<file path="src/rtl/davos_mem_pkg.sv">
// Shared types and constants for the memory command path.
// Used by mem_cmd_splitter and its tracking FIFO.
package davos_mem_pkg;

  localparam int ADDR_WIDTH = 64;
  localparam int LEN_WIDTH  = 32;
  localparam int PAGE_BYTES = 4096;
  localparam int STS_WIDTH  = 8;
  localparam int CNT_WIDTH  = 21;

  localparam int STS_DECERR       = 0;
  localparam int STS_SLVERR       = 1;
  localparam int STS_OKAY_PARTIAL = 2;

  typedef struct packed {
    logic [ADDR_WIDTH-1:0] address;
    logic [LEN_WIDTH-1:0]  length;
  } mem_cmd_t;

  typedef enum logic {
    ST_IDLE,
    ST_SPLIT
  } split_state_e;

  // Largest legal burst at addr: bounded by remainder, burst cap, page end
  function automatic logic [LEN_WIDTH-1:0] burst_len(
    input logic [ADDR_WIDTH-1:0] addr,
    input logic [LEN_WIDTH-1:0]  rem,
    input logic [LEN_WIDTH-1:0]  max_bytes
  );
    logic [LEN_WIDTH-1:0] page_left;
    logic [LEN_WIDTH-1:0] len;
    page_left = LEN_WIDTH'(PAGE_BYTES) - LEN_WIDTH'(addr[11:0]);
    len = rem;
    if (max_bytes < len) len = max_bytes;
    if (page_left < len) len = page_left;
    return len;
  endfunction

endpackage

</file>
<file path="src/rtl/mem_cmd_track_fifo.sv">
// Tracking FIFO of per-parent sub-command counts.
// First-word-fall-through; simultaneous push and pop allowed.
module mem_cmd_track_fifo #(
  parameter int DEPTH = 16,
  parameter int WIDTH = 21
) (
  input  logic             clk,
  input  logic             rst_n,
  input  logic             i_push,
  input  logic [WIDTH-1:0] i_wdata,
  input  logic             i_pop,
  output logic [WIDTH-1:0] o_rdata,
  output logic             o_full,
  output logic             o_empty
);

  localparam int AW = (DEPTH > 1) ? $clog2(DEPTH) : 1;
  localparam logic [AW-1:0] LAST = AW'(DEPTH - 1);
  localparam logic [AW:0] FULL_CNT = (AW + 1)'(DEPTH);

  logic [WIDTH-1:0] r_mem [DEPTH];
  logic [AW-1:0]    r_wptr;
  logic [AW-1:0]    r_rptr;
  logic [AW:0]      r_count;
  logic             w_wr;
  logic             w_rd;

  assign o_full  = (r_count == FULL_CNT);
  assign o_empty = (r_count == '0);
  assign o_rdata = r_mem[r_rptr];
  assign w_wr    = i_push && !o_full;
  assign w_rd    = i_pop && !o_empty;

  // Storage array, no reset needed
  always_ff @(posedge clk) begin
    if (w_wr) r_mem[r_wptr] <= i_wdata;
  end

  // Pointer and occupancy tracking
  always_ff @(posedge clk or negedge rst_n) begin
    if (!rst_n) begin
      r_wptr  <= '0;
      r_rptr  <= '0;
      r_count <= '0;
    end else begin
      if (w_wr) r_wptr <= (r_wptr == LAST) ? '0 : r_wptr + AW'(1);
      if (w_rd) r_rptr <= (r_rptr == LAST) ? '0 : r_rptr + AW'(1);
      unique case ({w_wr, w_rd})
        2'b10:   r_count <= r_count + (AW + 1)'(1);
        2'b01:   r_count <= r_count - (AW + 1)'(1);
        default: r_count <= r_count;
      endcase
    end
  end

endmodule

</file>
<file path="src/rtl/mem_cmd_splitter.sv">
// Splits parent memory commands into AXI-legal bursts and merges statuses.
// Optional MEM_CMD_SPLITTER_STATS_EN adds saturating activity counters.
module mem_cmd_splitter
  import davos_mem_pkg::*;
#(
  parameter int DATA_WIDTH      = 512,
  parameter int MAX_BURST_BEATS = 64,
  parameter int OUTSTANDING     = 16
) (
  input  logic        aclk,
  input  logic        aresetn,
  input  logic        s_cmd_valid,
  output logic        s_cmd_ready,
  input  logic [63:0] s_cmd_address,
  input  logic [31:0] s_cmd_length,
  output logic        m_cmd_valid,
  input  logic        m_cmd_ready,
  output logic [63:0] m_cmd_address,
  output logic [31:0] m_cmd_length,
  input  logic        s_sts_valid,
  output logic        s_sts_ready,
  input  logic [7:0]  s_sts_data,
  output logic        m_sts_valid,
  input  logic        m_sts_ready,
  output logic [7:0]  m_sts_data
`ifdef MEM_CMD_SPLITTER_STATS_EN
  ,
  output logic [31:0] stat_cmd_cnt,
  output logic [31:0] stat_sub_cnt,
  output logic [15:0] stat_err_cnt
`endif
);

  localparam int MAX_BURST_BYTES = MAX_BURST_BEATS * DATA_WIDTH / 8;

  split_state_e          r_state;
  split_state_e          w_state_nxt;
  logic [ADDR_WIDTH-1:0] r_cur_addr;
  logic [LEN_WIDTH-1:0]  r_rem_len;
  logic [CNT_WIDTH-1:0]  r_sub_cnt;
  logic [LEN_WIDTH-1:0]  w_len;
  logic                  w_cmd_hs;
  logic                  w_sub_hs;
  logic                  w_push;
  logic [CNT_WIDTH-1:0]  w_push_data;
  logic                  w_pop;
  logic [CNT_WIDTH-1:0]  w_head;
  logic                  w_full;
  logic                  w_empty;
  logic [CNT_WIDTH-1:0]  r_rcv;
  logic [CNT_WIDTH-1:0]  w_rcv_inc;
  logic [STS_WIDTH-1:0]  r_acc;
  logic                  r_sts_valid;
  logic                  w_sts_hs;
  logic                  w_msts_hs;

  assign w_len = burst_len(r_cur_addr, r_rem_len,
                           LEN_WIDTH'(MAX_BURST_BYTES));

  assign s_cmd_ready   = aresetn && (r_state == ST_IDLE) && !w_full;
  assign m_cmd_valid   = (r_state == ST_SPLIT);
  assign m_cmd_address = r_cur_addr;
  assign m_cmd_length  = w_len;
  assign w_cmd_hs      = s_cmd_valid && s_cmd_ready;
  assign w_sub_hs      = m_cmd_valid && m_cmd_ready;

  // Split FSM state register
  always_ff @(posedge aclk or negedge aresetn) begin
    if (!aresetn) r_state <= ST_IDLE;
    else          r_state <= w_state_nxt;
  end

  // Next state and tracking-FIFO push on parent completion
  always_comb begin
    w_state_nxt = r_state;
    w_push      = 1'b0;
    w_push_data = '0;
    unique case (r_state)
      ST_IDLE: begin
        if (w_cmd_hs) begin
          if (s_cmd_length == '0) w_push = 1'b1;
          else                    w_state_nxt = ST_SPLIT;
        end
      end
      ST_SPLIT: begin
        if (w_sub_hs && (r_rem_len == w_len)) begin
          w_push      = 1'b1;
          w_push_data = r_sub_cnt + CNT_WIDTH'(1);
          w_state_nxt = ST_IDLE;
        end
      end
      default: w_state_nxt = ST_IDLE;
    endcase
  end

  // Current address, remaining length and sub-command count
  always_ff @(posedge aclk or negedge aresetn) begin
    if (!aresetn) begin
      r_cur_addr <= '0;
      r_rem_len  <= '0;
      r_sub_cnt  <= '0;
    end else if (w_cmd_hs) begin
      r_cur_addr <= s_cmd_address;
      r_rem_len  <= s_cmd_length;
      r_sub_cnt  <= '0;
    end else if (w_sub_hs) begin
      r_cur_addr <= r_cur_addr + ADDR_WIDTH'(w_len);
      r_rem_len  <= r_rem_len - w_len;
      r_sub_cnt  <= r_sub_cnt + CNT_WIDTH'(1);
    end
  end

  mem_cmd_track_fifo #(
    .DEPTH (OUTSTANDING),
    .WIDTH (CNT_WIDTH)
  ) u_track (
    .clk     (aclk),
    .rst_n   (aresetn),
    .i_push  (w_push),
    .i_wdata (w_push_data),
    .i_pop   (w_pop),
    .o_rdata (w_head),
    .o_full  (w_full),
    .o_empty (w_empty)
  );

  assign s_sts_ready = !w_empty && !r_sts_valid && (w_head != '0);
  assign w_sts_hs    = s_sts_valid && s_sts_ready;
  assign w_msts_hs   = r_sts_valid && m_sts_ready;
  assign w_pop       = w_msts_hs;
  assign w_rcv_inc   = r_rcv + CNT_WIDTH'(1);
  assign m_sts_valid = r_sts_valid;
  assign m_sts_data  = r_acc;

  // Merge sub-statuses of the head parent into one status
  always_ff @(posedge aclk or negedge aresetn) begin
    if (!aresetn) begin
      r_rcv       <= '0;
      r_acc       <= '0;
      r_sts_valid <= 1'b0;
    end else if (w_msts_hs) begin
      r_rcv       <= '0;
      r_acc       <= '0;
      r_sts_valid <= 1'b0;
    end else if (w_sts_hs) begin
      r_acc <= r_acc | s_sts_data;
      r_rcv <= w_rcv_inc;
      if (w_rcv_inc == w_head) r_sts_valid <= 1'b1;
    end else if (!w_empty && !r_sts_valid && (w_head == '0)) begin
      r_sts_valid <= 1'b1;
    end
  end

`ifdef MEM_CMD_SPLITTER_STATS_EN
  // Saturating parent, sub-command and error counters
  always_ff @(posedge aclk or negedge aresetn) begin
    if (!aresetn) begin
      stat_cmd_cnt <= '0;
      stat_sub_cnt <= '0;
      stat_err_cnt <= '0;
    end else begin
      if (w_cmd_hs && (stat_cmd_cnt != '1))
        stat_cmd_cnt <= stat_cmd_cnt + 32'd1;
      if (w_sub_hs && (stat_sub_cnt != '1))
        stat_sub_cnt <= stat_sub_cnt + 32'd1;
      if (w_msts_hs && (r_acc != '0) && (stat_err_cnt != '1))
        stat_err_cnt <= stat_err_cnt + 16'd1;
    end
  end
`endif

endmodule

</file>
<file path="config.mk">
export PLATFORM = sky130hd
export DESIGN_NAME = mem_cmd_splitter
export DESIGN_NICKNAME = d
export VERILOG_FILES = /design/src/rtl/davos_mem_pkg.sv /design/src/rtl/mem_cmd_track_fifo.sv /design/src/rtl/mem_cmd_splitter.sv
export SDC_FILE = /design/constraint.sdc
export NUM_CORES = 1
export LEC_CHECK = 0
export ABC_AREA = 1
export CORE_ASPECT_RATIO = 0.9
export CORE_UTILIZATION = 35
export CTS_BUF_LIST = sky130_fd_sc_hd__clkbuf_4
export DETAILED_ROUTE_END_ITERATION = 8
export PLACE_DENSITY_LB_ADDON = 0.12
export SLEW_MARGIN = 10
export SYNTH_ARGS = -nofsm -noshare
export SYNTH_HDL_FRONTEND = slang
export SYNTH_SLANG_ARGS = --single-unit
</file>
<file path="constraint.sdc">
create_clock -name aclk -period 13.95 [get_ports aclk]
set_input_delay 2.79 -clock aclk [delete_from_list [all_inputs] [get_ports aclk]]
set_output_delay 2.79 -clock aclk [all_outputs]
set_load 0.05 [all_outputs]
</file>
==> results.yml <==
power_and_ir_drop:
  powerDensity_nw_per_um2: 224
  p_leak_nw: 13.8
  ir_worst_vdd_mv: 0.268
  total_power_mw: 7.47
yosys:
  ys_types: 47
  synth-warning-count: 0
  ys_ff_latch: 497
  synth_cells: 3482
  syn_avg_cell_area_um2: 8.12
  ys_seq_area_frac: 0.500
  async_flop_share: 0.324
  synth_area_um2: 28300
  synth_edf_count: 336
  synth_flop_cell: "edfxtp_1"
critical_path:
  cpPeakStageDelay_ps: 870
  timing.rr.start: "r_rem_len[23]"
  crit_top_cell: "nand2_1"
  worstSetupStartpoint: "m_cmd_address[1]"
  critPathRequiredTime_ps: 11160
  crit_chain: "nor3_1, nand3_1, nor3_1, nand3b_1, nor2_1, nand2_1, xor2_1, inv_1, ha_1, nand2_1, nor3b_1, nand2_1, nand2_1, nand2_1, nand2_1, clkdlybuf4s50_1"
  crit_cells: 16
  slowest_stage: "nand2_1"
  reg2reg_to: "u_track.r_count[4]"
  critPathTopFamily: "simple AND/OR/NAND/NOR gates"
  worstPathArrival_ps: 6030
  endpoint_kind: "primary output"
  path_class: "reg2out"
  reg2regPathDepth: 35
  rrSetupSlack_ps: 6380
  endpoint: "m_cmd_length[11]"
  crit_fanout: 26
  start_kind: "flip-flop"
  worst-path-buf-inv: 2
sta:
  worst_pin_slew_ps: 1180
  max_slew_margin: 0.213
  setup_viol: 0
  fin_crit_ps: 8820
  hold_viol: 0
  fin_skew_ps: 59.8
  setup_slack_ps: 5130
  rsz0062_at_grt: "false"
  post-route-period-util: 0.632
  drv_slew: 0
  timing.setup.tns_ps: 0
  max_freq_mhz: 113
floorplanning:
  core_um2: 79700
  num_rows: 98
  fp.dieArea_um2: 81900
  fp.dieH_um: 272
  start_util: 0.355
  die-width_um: 302
  io_pins: 218
cells_and_area:
  instances_no_fill: 4958
  num-fill-cells: 8247
  synthToLayoutAreaGrowth_pct: 18.1
  fin_area_um2: 33400
  drive_above_1_share: 0.0834
  multi_input_area_um2: 12400
  fin_nets: 3996
  seq_area_um2: 14100
placed_design:
  place_ws_ps: 6220
  place_hpwl_um: 62300
  dp.cells: 4704
  placed_area_um2: 31500
  place_congestion: 0.894
  io_buffers: 198
drt:
  drt-initial-drc-count: 1808
  ant_nets: 0
  avgViaCountPerCell: 4.94
  num_vias: 24500
  routed_wirelength_um: 92100
  firstDrtPassIters: 7
  detail_route.wl_per_cell_um: 18.6
  route.detailed.drc: 6
status:
  outcome: "finished, violations left"
  violations: "design-rule violations"
clocking:
  clock-root-buffer: "clkbuf_4"
  cts_resized: 0
  cts_setup_buffers: 0
  cts_max_path_buffers: 3
  cts_tree: "done"
  holdBufCountCts: 0
  cts_buffers: 141
  h-tree-depth: 4
  clock_latency_ps: 1020
  path_clk_slew_ps: 70
  clkSinkCount: 497
global_route:
  antenna_found_initial: 3
  grt_pass1_wl_um: 141000
  track_usage: 0.225
  grt_max_degree: 87
  grt_pass1_vias: 23900
  overflow: 0
min_path:
  worstHoldPathType: "reg2reg"
job:
  drv_cap: 0
## worst min path at each step
stage,startpoint,endpoint,slack [ps],depth (start not counted)
floorplan,r_sub_cnt[20],r_sub_cnt[20],470,2
global route,m_sts_data[7],m_sts_data[7],540,2
detailed placement,r_sub_cnt[20],r_sub_cnt[20],500,2
global placement,r_sub_cnt[20],r_sub_cnt[20],500,2
finish,m_sts_data[4],m_sts_data[4],520,2
CTS,r_sub_cnt[20],r_sub_cnt[20],520,2
## logic make-up after synthesis
| family | Yosys count | synth area share |
|---|---|---|
| xor gates and xnor gates | 64 | 0.0198 |
| DFF | 497 | 0.500 |
| and+or+nand+nor | 1889 | 0.275 |
| buffers and inverters | 491 | 0.0726 |
| AOI/OAI and AO/OA | 450 | 0.0930 |
| other | 2 | 0.000266 |
| adders and majority gates | 89 | 0.0399 |
## routing by layer
layer	wire, um	share of wire	global-route usage
met5	17	0.00018	0
met4	2450	0.027	0.0787
met3	5150	0.056	0.0471
met2	41300	0.45	0.351
met1	43200	0.47	0.309
## final cells by class
| cell class | count | area share |
|---|---|---|
| repair buffers | 247 | 0.0705 |
| clock inverters | 35 | 0.00750 |
| inverters | 362 | 0.0408 |
| diodes | 10 | 0.000750 |
| flip-flops and latches | 497 | 0.423 |
| multi-input cells | 2548 | 0.371 |
| well taps | 1050 | 0.0394 |
| clock buffers | 209 | 0.0470 |
## worst min-delay path: stages, from the launching register on
cell,delay [ps]
dfrtp_1,370
inv_1,50
a21oi_1,50
## registers in the layout, indices dropped and copies added (netlist names)
name / flops
m_sts_valid: 1
r_sub_cnt: 21
r_rcv: 21
m_cmd_valid: 1
m_sts_data: 8
u_track.r_rptr: 4
m_cmd_address: 64
r_rem_len: 32
u_track.r_wptr: 4
u_track.r_mem: 336
u_track.r_count: 5
## report_power, final
group / total, mW / switching [mW] / internal [mW]
registers: 2.07 / 0.251 / 1.82
clock network: 1.41 / 0.668 / 0.742
logic: 3.99 / 2.75 / 1.24
## per-stage QoR
stage                     utilization  hold WS, ps
final                           0.419          516
after global routing            0.419          538
after CTS                       0.419          517
after detailed placement        0.396          498
after global placement          0.396          498
after floorplan                     -          472
## cell usage after synthesis, types with 2 or more instances
library cell,count,share of area
a211oi_1,2,0.00053
a21boi_0,3,0.00080
a21o_1,7,0.0019
a21oi_1,147,0.026
a221oi_1,2,0.00062
a22o_1,2,0.00062
a31oi_1,4,0.00089
buf_2,41,0.0073
buf_4,27,0.0072
buf_6,7,0.0028
clkbuf_1,53,0.0070
clkinv_1,2,0.00027
conb_1,2,0.00027
dfrtp_1,161,0.14
edfxtp_1,336,0.36
fa_1,2,0.0014
ha_1,87,0.039
inv_1,355,0.047
inv_2,4,0.00053
nand2_1,1107,0.15
nand3_1,244,0.043
nand3b_1,21,0.0056
nand4_1,46,0.010
nor2_1,385,0.051
nor2_2,2,0.00044
nor3_1,52,0.0092
nor3b_1,3,0.00080
nor4_1,19,0.0042
o211ai_1,48,0.013
o21a_1,6,0.0016
o21ai_0,153,0.027
o21ai_1,14,0.0025
o21bai_1,14,0.0037
o221ai_1,14,0.0043
o22ai_1,24,0.0053
o22ai_2,10,0.0044
or2_2,4,0.00089
xnor2_1,18,0.0056
xor2_1,46,0.014
## layout by cell type, fill, tap and decap left out, types with 40 or more instances in the layout
master	Yosys	final
inv_1	355	353
nor3_1	52	40
o211ai_1	48	48
edfxtp_1	336	336
dfrtp_1	161	160
nor2_1	385	380
nand3_1	244	244
a21oi_1	147	146
ha_1	87	87
nand4_1	46	46
xor2_1	46	46
clkbuf_4	0	209
clkdlybuf4s50_1	0	197
nand2_1	1107	1105
buf_4	27	49
conb_1	2	56
o21ai_0	153	153
Power figures use the tool's default switching activity.
